### src/rtl/axis_fifo_arbiter.sv
// Packet-level round-robin arbiter sharing one tready-less AXIS FIFO write port
// among N_REQ requesters, with flow control from the FIFO's level/full feedback.
module axis_fifo_arbiter #(
   parameter int N_REQ       = 4,
   parameter int DATA_WIDTH  = 16,
   parameter int USER_WIDTH  = 1,
   parameter int FIFO_LEN    = 8,
   parameter int HEADROOM    = 2,
   parameter int MAX_PKT_LEN = 64
) (
   input  logic                           clk_i,
   input  logic                           reset_i,
   input  logic [N_REQ*DATA_WIDTH-1:0]    s_axis_in_tdata,
   input  logic [N_REQ*USER_WIDTH-1:0]    s_axis_in_tuser,
   input  logic [N_REQ-1:0]               s_axis_in_tlast,
   input  logic [N_REQ-1:0]               s_axis_in_tvalid,
   output logic [N_REQ-1:0]               s_axis_in_tready,
   output logic [DATA_WIDTH-1:0]          m_axis_out_tdata,
   output logic [USER_WIDTH-1:0]          m_axis_out_tuser,
   output logic                           m_axis_out_tlast,
   output logic                           m_axis_out_tvalid,
   input  logic [$clog2(FIFO_LEN)-1:0]    fifo_level_i,
   input  logic                           fifo_full_i,
   output logic [$clog2(N_REQ)-1:0]       grant_id_o,
   output logic                           busy_o,
   output logic                           truncated_o
);

   localparam int GW = $clog2(N_REQ);
   localparam int LW = $clog2(FIFO_LEN);
   localparam int CW = $clog2(MAX_PKT_LEN + 1);
   localparam logic [LW-1:0] LEVEL_MAX = LW'(FIFO_LEN - 1 - HEADROOM);
   localparam logic [CW-1:0] CNT_LAST  = CW'(MAX_PKT_LEN - 1);

   typedef enum logic {IDLE, PKT} state_t;

   state_t                  state;
   logic [GW-1:0]           rr;
   logic [GW-1:0]           winner;
   logic [GW-1:0]           scan_idx;
   logic                    any_valid;
   logic [CW-1:0]           word_cnt;
   logic                    space_ok;
   logic                    xfer;
   logic                    force_last;
   logic                    out_last;
   logic [DATA_WIDTH-1:0]   in_data [N_REQ];
   logic [USER_WIDTH-1:0]   in_user [N_REQ];

   always_comb begin
      for (int k = 0; k < N_REQ; k++) begin
         in_data[k] = s_axis_in_tdata[k*DATA_WIDTH +: DATA_WIDTH];
         in_user[k] = s_axis_in_tuser[k*USER_WIDTH +: USER_WIDTH];
      end
   end

   // Level wraps to 0 when the FIFO is full, so full must override the level test.
   always_comb begin
      space_ok = !fifo_full_i && (fifo_level_i <= LEVEL_MAX);
   end

   // Scan from rr+N down to rr+1 so the nearest valid requester after rr wins last.
   always_comb begin
      winner    = rr;
      any_valid = 1'b0;
      scan_idx  = '0;
      for (int i = N_REQ; i >= 1; i--) begin
         scan_idx = GW'((int'(rr) + i) % N_REQ);
         if (s_axis_in_tvalid[scan_idx]) begin
            winner    = scan_idx;
            any_valid = 1'b1;
         end
      end
   end

   always_comb begin
      s_axis_in_tready = '0;
      if (state == PKT) begin
         s_axis_in_tready[grant_id_o] = space_ok;
      end
      xfer       = s_axis_in_tvalid[grant_id_o] & s_axis_in_tready[grant_id_o];
      force_last = (word_cnt == CNT_LAST);
      out_last   = s_axis_in_tlast[grant_id_o] | force_last;
   end

   assign busy_o = (state == PKT);

   // Output register stage: one cycle of latency from accepted input word to FIFO write.
   always_ff @(posedge clk_i) begin
      if (reset_i) begin
         state             <= IDLE;
         rr                <= GW'(N_REQ - 1);
         grant_id_o        <= '0;
         word_cnt          <= '0;
         m_axis_out_tdata  <= '0;
         m_axis_out_tuser  <= '0;
         m_axis_out_tlast  <= 1'b0;
         m_axis_out_tvalid <= 1'b0;
         truncated_o       <= 1'b0;
      end else begin
         m_axis_out_tvalid <= 1'b0;
         truncated_o       <= 1'b0;
         case (state)
            IDLE: begin
               if (any_valid) begin
                  grant_id_o <= winner;
                  rr         <= winner;
                  word_cnt   <= '0;
                  state      <= PKT;
               end
            end
            PKT: begin
               if (xfer) begin
                  m_axis_out_tdata  <= in_data[grant_id_o];
                  m_axis_out_tuser  <= in_user[grant_id_o];
                  m_axis_out_tlast  <= out_last;
                  m_axis_out_tvalid <= 1'b1;
                  truncated_o       <= force_last & ~s_axis_in_tlast[grant_id_o];
                  word_cnt          <= word_cnt + 1'b1;
                  if (out_last) begin
                     state <= IDLE;
                  end
               end
            end
            default: state <= IDLE;
         endcase
      end
   end

endmodule
### config.mk
export PLATFORM = sky130hd
export DESIGN_NAME = axis_fifo_arbiter
export DESIGN_NICKNAME = d
export VERILOG_FILES = /design/src/rtl/axis_fifo_arbiter.sv
export SDC_FILE = /design/constraint.sdc
export NUM_CORES = 1
export LEC_CHECK = 0
export CORE_UTILIZATION = 40
export CTS_BUF_LIST = sky130_fd_sc_hd__clkbuf_4 sky130_fd_sc_hd__clkbuf_8 sky130_fd_sc_hd__clkbuf_16
export CTS_CLUSTER_SIZE = 24
export DETAILED_ROUTE_END_ITERATION = 8
export PLACE_DENSITY_LB_ADDON = 0.08
export SETUP_SLACK_MARGIN = 0.2
export SKIP_CTS_REPAIR_TIMING = 1
export SYNTH_ARGS = -nofsm -noshare
export SYNTH_HDL_FRONTEND = slang
export SYNTH_SLANG_ARGS = --single-unit
### constraint.sdc
create_clock -name clk_i -period 4.4 [get_ports clk_i]
set_clock_uncertainty 0.2 [all_clocks]
set_input_delay 1.32 -clock clk_i [delete_from_list [all_inputs] [get_ports clk_i]]
set_output_delay 1.32 -clock clk_i [all_outputs]
set_load 0.02 [all_outputs]
==> flow_summary.json <==
{
  "yosysTopAreaCell": "dfxtp_1",
  "design_area_sq_um": 3010,
  "start_util_pct": 41.6,
  "leakagePower_nw": 1.13,
  "cp-end-kind": "output pin",
  "ys_top_cells_by_area": "dfxtp_1 (35%), mux4_2 (24%), nand2_1 (8.1%)",
  "grt_pass1_wl_mm": 8.11,
  "clk_latency_ps": 280,
  "avgSynthCellArea_sq_um": 9.57,
  "placed_cell_area_sq_um": 2910,
  "setup_viol": 0,
  "setup_tns_ps": 0,
  "worst_pin_slew_ps": 635,
  "synth_edf_count": 0,
  "worstSetupPathType": "primary input to output pin",
  "via_count": 1885,
  "peakVddDrop_v": 0.000172,
  "layout-drive-gt1-share_pct": 12.5,
  "worst-path-buf-inv": 3,
  "final_cells": 347,
  "ys_types": 35,
  "area_delta_synth_final_pct": 66.5,
  "rsz0062_at_grt": "false",
  "grt_start_max_net_pins": 27,
  "fin_nets": 378,
  "cts-root-buf": "clkbuf_8",
  "yosysSeqAreaShare_pct": 35.4,
  "power_per_cell_area_nw_per_um2": 264,
  "postLayoutCoreUtil_pct": 69.2,
  "slew_headroom_pct": 57.5,
  "dieHeight_um": 69.3,
  "wl_per_cell_um": 14.6,
  "drv_slew": 0,
  "required_ps": 2880,
  "slowest_stage": "clkdlybuf4s50_1",
  "gp_congestion": 0.825,
  "ys_seq_elements": 32,
  "worstPathCellList": "clkdlybuf4s50_1 -> nor2b_1 -> buf_4 -> and4_1 -> dlymetal6s2s_1",
  "place.port_buffers": 107,
  "yosysMostFrequentCell": "nand2_1",
  "power_mw": 0.796,
  "pin_count": 109,
  "die_w_um": 69.3,
  "synth_ff_type": "dfxtp_1",
  "clockBufferDepth": 2,
  "drcViolationCount": 0,
  "dpl.hpwl_mm": 3.87,
  "clk_pin_slew_ps": 60,
  "arrival_ps": 2470,
  "grt.overflow.total": 0,
  "ys_warn_count": 0,
  "track_usage_pct": 21.4,
  "grt_antenna_before_repair": 0,
  "max_cap_viol_count": 0,
  "critical_path.max_stage_delay_ps": 400,
  "syn_nets": 272,
  "cts_tree": "yes",
  "synthCells": 189,
  "synth_async_sr_flop_share_pct": 0,
  "critPathTopFamily": "buffers and inverters",
  "antenna_cells": 0,
  "dieArea_sq_um": 4800,
  "core_area_sq_um": 4350,
  "hold_path.class": "flop to flop",
  "yosys.area.top_type_share_pct": 35.4,
  "synthTopCellsByCount": "nand2_1 (39), dfxtp_1 (32), a21oi_1 (23)",
  "htreeDepth": 2,
  "cts_made_buffers": 5,
  "setup_slack_ps": 413,
  "antenna_left": 0,
  "start_kind": "primary input",
  "syn-cell-area_sq_um": 1810,
  "min_period_ps": 3990,
  "crit_fanout": 6,
  "hold_violations": 0,
  "finalCritPeriodShare_pct": 90.6,
  "cts.sinks": 32,
  "viasPerCell": 5.43,
  "first_pass_iters": 4,
  "timing.hold.ws_ps": 254,
  "wirelength_mm": 5.07,
  "drtIter0Drc": 64,
  "pre_cts_slack_ps": 20.1,
  "grt_pass1_vias": 1816,
  "dp.cells": 340,
  "rows": 24,
  "max_freq_mhz": 251,
  "status": "complete, no violations"
}
[cell type report]
type | count | area (sq um)
clock buffer | 7 | 96.3
tap | 52 | 65.1
sequential | 32 | 641
timing repair buffer | 114 | 1130
inverter | 2 | 7.51
multi-input combinational | 140 | 1070
fill | 343 | 1340
[worst paths after layout]
| path | from | to | slack (ps) | cells past startpoint |
|---|---|---|---|---|
| worst max-delay path | fifo_full_i | s_axis_in_tready[3] | 410 | 5 |
| worst min register to register | m_axis_out_tdata[3]$_SDFFE_PP0P_ | m_axis_out_tdata[3]$_SDFFE_PP0P_ | 250 | 2 |
| worst max register to register | grant_id_o[1]$_SDFFE_PP0P_ | m_axis_out_tdata[10]$_SDFFE_PP0P_ | 1580 | 6 |
| worst min-delay path | m_axis_out_tdata[3]$_SDFFE_PP0P_ | m_axis_out_tdata[3]$_SDFFE_PP0P_ | 250 | 2 |
[power breakdown]
part / switching (mW) / leakage (nW) / internal [mW]
logic: 0.0857 / 0.817 / 0.145
clock network: 0.106 / 0.0503 / 0.139
registers: 0.0178 / 0.260 / 0.303
total: 0.209 / 1.13 / 0.587
[worst min-delay path, cell delays in order (launching register included)]
cell and delay [ps]:
dfxtp_1 310, nand2_1 50, a21oi_1 50
[layout by cell type, fill, tap and decap left out, types with 2 or more instances in the layout]
| cell type | synthesis | routed |
|---|---|---|
| and3_1 | 4 | 4 |
| dlymetal6s2s_1 | 0 | 4 |
| nand2b_1 | 2 | 2 |
| xor2_1 | 3 | 3 |
| nand4_1 | 4 | 4 |
| nand2_1 | 39 | 39 |
| inv_1 | 2 | 2 |
| nor3b_1 | 2 | 2 |
| nor2b_1 | 2 | 2 |
| buf_4 | 2 | 7 |
| a21oi_1 | 23 | 23 |
| dfxtp_1 | 32 | 32 |
| clkbuf_8 | 0 | 7 |
| a31oi_1 | 2 | 2 |
| mux4_2 | 19 | 19 |
| nor3_1 | 4 | 4 |
| nor2_1 | 10 | 10 |
| o21ai_0 | 4 | 4 |
| nand3_1 | 7 | 7 |
| clkdlybuf4s50_1 | 0 | 103 |
[logic make-up after synthesis]
family / after synthesis / share of synthesized area, %
buf+inv: 17 / 5.53
xor+xnor: 3 / 1.45
flops: 32 / 35.4
simple gates: 82 / 21.9
compound gates: 33 / 10.2
mux: 21 / 24.8
fa+ha+maj: 1 / 0.691
[per-layer routing]
metal	up-vias	global-route usage [%]	wire, um
li1	903	-	-
met1	896	24.1	1950
met2	81	38.3	2670
met3	5	7.12	396
met4	0	5.90	51
met5	-	0	0
[sequential cells by signal (all words and copies together) (netlist names)]
signal	flops
m_axis_out_tuser	1
truncated_o	1
m_axis_out_tdata	16
grant_id_o	2
m_axis_out_tlast	1
rr	2
busy_o	1
word_cnt	7
m_axis_out_tvalid	1
(Power assumes the default switching activity.)
